$ cat config.mk
export PLATFORM = sky130hd
export DESIGN_NAME = cpu_mpu_multi
export DESIGN_NICKNAME = d
export VERILOG_FILES = /design/src/rtl/cpu_mpu_multi.sv
export SDC_FILE = /design/constraint.sdc
export NUM_CORES = 1
export LEC_CHECK = 0
export CORE_AREA = 2 2 147 149
export CTS_BUF_LIST = sky130_fd_sc_hd__clkbuf_8
export CTS_CLUSTER_DIAMETER = 80
export CTS_CLUSTER_SIZE = 8
export DETAILED_ROUTE_END_ITERATION = 7
export DIE_AREA = 0 0 149 151
export PLACE_DENSITY = 0.79
export SYNTH_ARGS = -nofsm -noshare
export SYNTH_HDL_FRONTEND = slang
export SYNTH_SLANG_ARGS = --single-unit
$ cat constraint.sdc
create_clock -name i_clock -period 1.7 [get_ports i_clock]
set_clock_uncertainty 0.1 [all_clocks]
set_input_delay 0.17 -clock i_clock [delete_from_list [all_inputs] [get_ports i_clock]]
set_output_delay 0.17 -clock i_clock [all_outputs]
set_load 0.02 [all_outputs]
$ cat src/rtl/cpu_mpu_multi.sv
// ---------------------------------------------------------------------------
// cpu_mpu_multi
// Memory protection unit for user-mode data accesses and instruction fetches.
// Each access is checked against NUM_REGIONS CSR-programmed descriptors, and a
// registered deny pulse is returned one cycle after the request. The first
// violation is held in sticky fault registers, and a saturating counter
// records how many violations have occurred.
//
// Ports
//   i_clock         system clock
//   i_reset_n       asynchronous active-low reset
//   i_supervisor    1 = supervisor mode (every access allowed)
//   i_cpud_request  data access request (one-cycle pulse)
//   i_cpud_write    1 = store, 0 = load
//   i_cpud_addr     data access address
//   i_cpui_request  instruction fetch request (one-cycle pulse)
//   i_cpui_addr     fetch address
//   i_csr_mpu       region descriptors, region i at [32*i+31 : 32*i]
//   i_fault_clear   clears fault valid/addr/cause/count
//   o_dmpu_deny     data access denied (cycle after request)
//   o_impu_deny     fetch denied (cycle after request)
//   o_fault_valid   sticky: a violation has been captured
//   o_fault_addr    address of the first captured violation
//   o_fault_cause   00 load, 01 store, 10 fetch
//   o_fault_count   saturating violation count since last clear
//
// Descriptor layout: [31:12] base, [10] X, [9] W, [8] R, [3:0] log2 size
// (0 = 4 KB ... 15 = 128 MB). Bits [11] and [7:4] are reserved.
// ---------------------------------------------------------------------------
module cpu_mpu_multi #(
    parameter int unsigned NUM_REGIONS = 8,
    parameter int unsigned COUNT_WIDTH = 8
) (
    input  logic                      i_clock,
    input  logic                      i_reset_n,
    input  logic                      i_supervisor,
    input  logic                      i_cpud_request,
    input  logic                      i_cpud_write,
    input  logic [31:0]               i_cpud_addr,
    input  logic                      i_cpui_request,
    input  logic [31:0]               i_cpui_addr,
    input  logic [NUM_REGIONS*32-1:0] i_csr_mpu,
    input  logic                      i_fault_clear,
    output logic                      o_dmpu_deny,
    output logic                      o_impu_deny,
    output logic                      o_fault_valid,
    output logic [31:0]               o_fault_addr,
    output logic [1:0]                o_fault_cause,
    output logic [COUNT_WIDTH-1:0]    o_fault_count
);

    localparam int unsigned PAGE_W = 20;
    localparam int unsigned CNT_EXT_W = COUNT_WIDTH + 1;

    localparam logic [1:0] CAUSE_LOAD  = 2'b00;
    localparam logic [1:0] CAUSE_STORE = 2'b01;
    localparam logic [1:0] CAUSE_FETCH = 2'b10;

    // Registered state
    logic                   r_dmpu_deny;
    logic                   r_impu_deny;
    logic                   r_fault_valid;
    logic [31:0]            r_fault_addr;
    logic [1:0]             r_fault_cause;
    logic [COUNT_WIDTH-1:0] r_fault_count;

    // Per-region permit vectors
    logic [NUM_REGIONS-1:0] w_d_permit;
    logic [NUM_REGIONS-1:0] w_i_permit;

    // Deny decision and next-state values for the fault registers
    logic                   w_d_deny;
    logic                   w_i_deny;
    logic [1:0]             w_num_deny;
    logic                   w_valid_base;
    logic                   w_valid_next;
    logic [31:0]            w_addr_next;
    logic [1:0]             w_cause_next;
    logic [COUNT_WIDTH-1:0] w_count_base;
    logic [CNT_EXT_W-1:0]   w_count_sum;
    logic [COUNT_WIDTH-1:0] w_count_next;

    // Per-region match: compare the page number above the size mask.
    genvar g;
    generate
        for (g = 0; g < NUM_REGIONS; g++) begin : g_region
            logic [PAGE_W-1:0] w_base;
            logic [PAGE_W-1:0] w_mask;
            logic [3:0]        w_size;
            logic              w_perm_r;
            logic              w_perm_w;
            logic              w_perm_x;
            logic              w_d_hit;
            logic              w_i_hit;
            logic              w_unused_rsvd;

            assign w_base   = i_csr_mpu[32*g+12 +: PAGE_W];
            assign w_size   = i_csr_mpu[32*g +: 4];
            assign w_perm_r = i_csr_mpu[32*g+8];
            assign w_perm_w = i_csr_mpu[32*g+9];
            assign w_perm_x = i_csr_mpu[32*g+10];

            // Reserved descriptor bits do not affect the decision.
            assign w_unused_rsvd = ^{i_csr_mpu[32*g+11], i_csr_mpu[32*g+4 +: 4]};

            // A 4-bit size code tops out at 15, so no clamp is needed.
            assign w_mask = {PAGE_W{1'b1}} << w_size;

            assign w_d_hit = ((i_cpud_addr[31:12] & w_mask) == (w_base & w_mask));
            assign w_i_hit = ((i_cpui_addr[31:12] & w_mask) == (w_base & w_mask));

            assign w_d_permit[g] = w_d_hit && (i_cpud_write ? w_perm_w : w_perm_r);
            assign w_i_permit[g] = w_i_hit && w_perm_x;
        end
    endgenerate

    // Overlapping regions are OR-combined, and supervisor mode bypasses the check.
    assign w_d_deny = i_cpud_request && !i_supervisor && !(|w_d_permit);
    assign w_i_deny = i_cpui_request && !i_supervisor && !(|w_i_permit);

    assign w_num_deny = {1'b0, w_d_deny} + {1'b0, w_i_deny};

    // Capture logic. A clear first zeroes the state, and any deny in the
    // same cycle is then applied to that zeroed state.
    always_comb begin
        w_valid_base = r_fault_valid;
        w_addr_next  = r_fault_addr;
        w_cause_next = r_fault_cause;

        if (i_fault_clear) begin
            w_valid_base = 1'b0;
            w_addr_next  = '0;
            w_cause_next = CAUSE_LOAD;
        end

        w_valid_next = w_valid_base;

        if (!w_valid_base && (w_d_deny || w_i_deny)) begin
            w_valid_next = 1'b1;
            // The data channel wins when both channels fault together.
            if (w_d_deny) begin
                w_addr_next  = i_cpud_addr;
                w_cause_next = i_cpud_write ? CAUSE_STORE : CAUSE_LOAD;
            end else begin
                w_addr_next  = i_cpui_addr;
                w_cause_next = CAUSE_FETCH;
            end
        end
    end

    // Saturating counter. The extra sum bit flags overflow past all-ones.
    always_comb begin
        w_count_base = i_fault_clear ? '0 : r_fault_count;
        w_count_sum  = {1'b0, w_count_base} + CNT_EXT_W'(w_num_deny);
        w_count_next = w_count_sum[COUNT_WIDTH] ? {COUNT_WIDTH{1'b1}}
                                                : w_count_sum[COUNT_WIDTH-1:0];
    end

    // State registers. Reset discards any deny still pending.
    always_ff @(posedge i_clock or negedge i_reset_n) begin
        if (!i_reset_n) begin
            r_dmpu_deny   <= 1'b0;
            r_impu_deny   <= 1'b0;
            r_fault_valid <= 1'b0;
            r_fault_addr  <= '0;
            r_fault_cause <= '0;
            r_fault_count <= '0;
        end else begin
            r_dmpu_deny   <= w_d_deny;
            r_impu_deny   <= w_i_deny;
            r_fault_valid <= w_valid_next;
            r_fault_addr  <= w_addr_next;
            r_fault_cause <= w_cause_next;
            r_fault_count <= w_count_next;
        end
    end

    assign o_dmpu_deny   = r_dmpu_deny;
    assign o_impu_deny   = r_impu_deny;
    assign o_fault_valid = r_fault_valid;
    assign o_fault_addr  = r_fault_addr;
    assign o_fault_cause = r_fault_cause;
    assign o_fault_count = r_fault_count;

endmodule

==> Word level (Yosys, flattened, before mapping) <==
Index checks and enable logic that the tools add are counted.
{ "totals": {"register_bits": 45, "latchBits": 0, "ramBits": 0, "mem_bits_ro": 0, "out_inout_bits": 45, "word_cells": 104, "mem_count": 0} }
{ "classes": {"n_addsub": 2, "mul": 0, "div_mod_pow": 0, "magnitude_cmp": 0, "eq_ne": 16, "shift": 8, "n_mux": 19, "bitwise": 24, "reduce_logical": 29} }
{ "ops": {"columns": ["cell", "n"], "rows": [
  ["$and 20x20->20", 24],
  ["$eq 20x20->1", 16],
  ["$shl 20x4->20 const A", 8],
  ["$mux 32", 3],
  ["$logic_and 1x1->1", 21],
  ["$mux 8", 2],
  ["$reduce_or 8->1", 2],
  ["$mux 1", 11],
  ["$add 8x2->9", 1],
  ["$mux 2", 3],
  ["$logic_not 1->1", 4],
  ["$add 1x1->2", 1],
  ["$reduce_bool 2->1", 1],
  ["$logic_or 1x1->1", 1]
]} }

==> Depth between registers and ports, before layout <==
{ "logic_depth": {"ltp_word": 10, "depth_mapped": 15, "mapped_depth_nobuf": 14} }

==> Least setup slack after synthesis <==
OpenSTA, ideal clock, no wires.
{ "synth_timing": {"path_kind": "input to register", "from": "in i_cpud_addr[26]", "to": "reg r_fault_count[3] (netlist: o_fault_count[3])", "arrival_time_ns": 3.173, "setup_slack_ns": -1.655, "stages": 14, "n_path_buf": 1, "path_cell_list": "buf_4 xnor2_1 maj3_1 a22oi_1 nor4_1 or4_4 nor3_1 inv_1 fa_1 inv_1 ha_1 nand2_1 or3_1 o21ai_0"} }
{ "synth_between": {"elab_chain_len": 9, "elab_cells_between_ends": 30, "cone_classes": "add/sub (2); eq/ne (8); mux (1); bitwise (8); reduce/logical (11)"} }
{ "synth_lines": {"columns": ["item", "line", "source"], "rows": [
  ["start: declaration", "39", "input logic [31:0] i_cpud_addr,"],
  ["$and 20x20->20", "109", "assign w_d_hit = ((i_cpud_addr[31:12] & w_mask) == (w_base & w_mask));"],
  ["$eq 20x20->1", "109", null],
  ["$logic_and 1x1->1", "112", "assign w_d_permit[g] = w_d_hit && (i_cpud_write ? w_perm_w : w_perm_r);"],
  ["$reduce_or 8->1 (*)", "118", "assign w_d_deny = i_cpud_request && !i_supervisor && !(|w_d_permit);"],
  ["$logic_not 1->1 (*)", "118", null],
  ["$logic_and 1x1->1 (*)", "118", null],
  ["via w_d_deny", "72", "logic w_d_deny;"],
  ["$add 1x1->2 (*)", "121", "assign w_num_deny = {1'b0, w_d_deny} + {1'b0, w_i_deny};"],
  ["$add 8x2->9 (*)", "154", "w_count_sum = {1'b0, w_count_base} + CNT_EXT_W'(w_num_deny);"],
  ["$mux 8 (*)", "155", "w_count_next = w_count_sum[COUNT_WIDTH] ? {COUNT_WIDTH{1'b1}}"],
  ["via w_count_next[3]", "81", "logic [COUNT_WIDTH-1:0] w_count_next;"],
  ["end signal: assignment", "174", "r_fault_count <= w_count_next;"],
  ["end: declaration", "65", "logic [COUNT_WIDTH-1:0] r_fault_count;"]
]} }
The timed path passes the listed nets; every way through them passes the cells marked *.
A chain may end at the register's enable or synchronous reset.

==> Worst setup path in the final report <==
{ "layout_timing": {"from": "in i_csr_mpu[168]", "to": "reg r_fault_addr[19] (netlist: o_fault_addr[19])"} }
{ "layout_between": {"elab_chain_len": 8, "elab_cells_between_ends": 10, "cone_classes": "mux (3); reduce/logical (7)"} }
{ "layout_lines": {"columns": ["item", "line", "source"], "rows": [
  ["start: declaration", "42", "input logic [NUM_REGIONS*32-1:0] i_csr_mpu,"],
  ["$mux 1 (*)", "112", null],
  ["$logic_and 1x1->1 (*)", "112", null],
  ["$reduce_or 8->1 (*)", "118", null],
  ["$logic_not 1->1 (*)", "118", null],
  ["$logic_and 1x1->1 (*)", "118", null],
  ["$logic_or 1x1->1", "138", "if (!w_valid_base && (w_d_deny || w_i_deny)) begin"],
  ["$logic_and 1x1->1", "138", null],
  ["$mux 32 / $reduce_bool 2->1 (equally long branches)", null, null],
  ["end signal: assignment", "172", "r_fault_addr <= w_addr_next;"],
  ["end: declaration", "63", "logic [31:0] r_fault_addr;"]
]} }
Mark *: on every way between the ends. The rest lies on a longest branch, timed or not.

==> metrics <==
outcome finished with violations; failing checks setup timing; Finished Core Util 0.843; Final Max Slew Viols 0; Distinct cells, synth just under 80; Tmin final approximately 3.1 ns; Crit-path slowest cell a2111oi_4; CP Cell Sequence clkdlybuf4s50_1 -> mux2i_1 -> a2111oi_4 -> nand4_1 -> nor4_4 -> buf_4 -> nor2_2 -> a221o_2 -> buf_6 -> buf_8 -> o221ai_2; FMAX roughly 320 MHz; die area 22500 um2; top-area cell type share of the netlist area 0.174; Crit. Startpoint i_csr_mpu[168]; largest net degree at the start of global routing 46; via count 12700; Synth Net Count 1376; Final Instance Area 17500 um2; Total Nets Final approximately 2100; final non-filler cell total 2014; critical path type in2reg; asr flop ratio synth 1.00; Layout area overhead 114%; I/O pins between 300 and 400; Max Cap Violations 0; share of post-route cells with drive strength above 1 0.468; Final Setup Violations 46; H-tree levels 2; WL/cell 28.6 um; worst hold path type in2reg; Peak VDD IR 0.000356 V; Leak Pwr 8.15 nW; Critical Path Start Type input pin; Seq/Total Area, Yosys 0.137; setup TNS -58.21 ns; CORE AREA 20800 um2; flops & latches, synth 45; initial core utilization 0.394; Worst setup EP type flip-flop; EDFF count, synth 0; Avg Cell Area, Syn 7.83 um2; routability cong. 1.07; HPWL after DPL around 37000 um; critical path data arrival time 3.27 ns; Storage cell area between 1000 and 1500 um2; chip width about 150 um; largest area contributor in the netlist xnor2_1; Synth area leaders xnor2_1, xor2_1, dfrtp_1; CP bufs+invs 4; footprint of the multi-input gates 8180 um2; vias in the first global route roughly 12000; gr usage total 0.424; worst r2r src o_fault_valid; drt drc 0; Ys Warns 0; Iter 0 DRT Violations 1485; Power Dens Cells between 400 and 500 nW/um2; Skew-Pair Late Insertion Delay 0.33 ns; Worst Path Max Fanout 5; total wire length 57600 um; Final ANT Viol Nets 0; CTS sink count 45; Reg clk slew, reported paths 0.10 ns; CTS tree done; Top FF cell, synth dfrtp_1; Via density approximately 6.3; aggregate global routing overflow 0; Final Hold Fails 0; synthesized area 8200 um2; fill cell count 1092; CTS Buffer Depth 2; initial antenna violation count 3; # port buffers between 300 and 400; worst min-delay path startpoint i_cpud_addr[30]; chip height 151 um; Pre-antenna DRT Iters 8; first-pass GRT wire length 71500 um; hold_ws ~0.11 ns; Worst Slack Setup Final -1.44 ns; # placed instances approximately 1900; RSZ-0062 raised after global routing true; Synth Instances 1047; Critical Path RT 1.83 ns; Rel. slew slack 0.596; fin crit share 1.85; clock root cell clkbuf_8; crit-path max cell delay 0.61 ns; critical path's top delay family compound AO/OA/AOI/OAI gates; Area after DPL 14500 um2; Tightest Pin Transition 0.606 ns; clock buffer count from CTS 5; num rows 53
## per-stage QoR
step,power [W],setup WS [ns]
after global placement,0.00529,-2.20
after global routing,0.00744,-1.49
after CTS,0.00648,-1.32
after floorplan,0.00306,-1.31
final,0.00723,-1.44
after detailed placement,0.00532,-2.31
## sequential cells by signal, summed over array words and instances (netlist names)
register	cells
o_impu_deny	1
o_fault_cause	2
o_fault_valid	1
o_dmpu_deny	1
o_fault_count	8
o_fault_addr	32
## layout by cell type (no fill, tap or decap), types with 45 or more instances in the layout
| master | synthesis | layout |
|---|---|---|
| buf_4 | 6 | 309 |
| xor2_1 | 160 | 129 |
| xnor2_1 | 163 | 108 |
| clkdlybuf4s50_1 | 0 | 102 |
| buf_6 | 4 | 88 |
| inv_1 | 86 | 83 |
| dlymetal6s2s_1 | 0 | 81 |
| dlygate4sd2_1 | 0 | 58 |
| nand4_1 | 56 | 56 |
| dfrtp_1 | 45 | 45 |
## layer usage
| metal | global-route usage | vias up | wire (um) |
|---|---|---|---|
| met2 | 0.717 | 1240 | 25300 |
| met5 | 0 | - | 62 |
| met1 | 0.479 | 5887 | 18700 |
| met3 | 0.0807 | 486 | 7320 |
| met4 | 0.310 | 4 | 6230 |
| li1 | - | 5112 | - |
## cell usage after synthesis (3+ instances only)
library cell / number
nor4_1: 23
a311oi_1: 5
o221ai_1: 4
o211ai_1: 13
a211o_1: 4
nand3_1: 13
a41oi_1: 3
or3_1: 5
nand2_1: 38
o21ai_0: 39
a32oi_1: 7
o22ai_1: 8
and2_1: 4
nor2_1: 30
a31oi_1: 12
a211oi_1: 19
a21o_1: 5
and3_1: 4
buf_2: 52
a22oi_1: 19
o221ai_2: 29
a221oi_1: 5
mux2i_1: 7
xor2_1: 160
dfrtp_1: 45
buf_6: 4
buf_4: 6
or2_2: 4
o31ai_1: 6
nor2b_1: 3
xnor2_1: 163
a2111oi_0: 9
o311ai_1: 3
a21oi_1: 52
clkbuf_1: 31
nor3_1: 19
inv_1: 86
nand4_1: 56
## power breakdown
part / switching [W] / internal, W / total (W)
combinational: 0.00264 / 0.00259 / 0.00523
sequential: 0.0000840 / 0.00118 / 0.00126
clock: 0.000447 / 0.000293 / 0.000740
total: 0.00317 / 0.00406 / 0.00723
## tightest hold or removal path: cells and delay by family
family / cells / cell delay, ns
compound gates: 1 / 0.09
simple gates: 1 / 0.10
buf+inv: 1 / 0.14
## final cells by class
class | instances | area share
Sequential cell | 45 | 0.0642
Clock inverter | 3 | 0.00121
Inverter | 86 | 0.0184
Timing Repair Buffer | 775 | 0.426
Tap cell | 275 | 0.0196
Multi-Input combinational cell | 822 | 0.466
Antenna cell | 3 | 0.000428
Clock buffer | 5 | 0.00392
## cells by family (layout without fill, tap and decap cells)
group,count (synthesis),count (layout),share of synthesized area
flops,45,45,0.137
mux,8,8,0.00992
buf+inv,180,869,0.0968
xor+xnor,324,324,0.347
simple gates,214,214,0.142
fa+ha+maj,5,5,0.00778
other cells,0,3,0
compound gates,271,271,0.259
## final timing paths
path / to / slack, ns / cells past startpoint
worst max-delay path: o_fault_addr[19] / -1.44 / 11
worst min-delay path: o_fault_addr[30] / 0.11 / 3
worst max register to register: o_fault_addr[12] / -0.06 / 6
worst min register to register: o_fault_cause[0] / 0.45 / 2
max in group asynchronous: o_fault_addr[17] / 0.70 / 3
min in group asynchronous: o_fault_addr[1] / 0.39 / 3
## repair_timing
action / in CTS / in global routing
setup endpoints to repair: 46 / 46
gates cloned: 12 / 6
resized for setup: 474 / 421
setup buffers: 64 / 40
hold buffers: 1 / 0
endpoints found under the hold margin: 45 / 0
pin swaps: 105 / 139
Power figures use the tool's default switching activity.
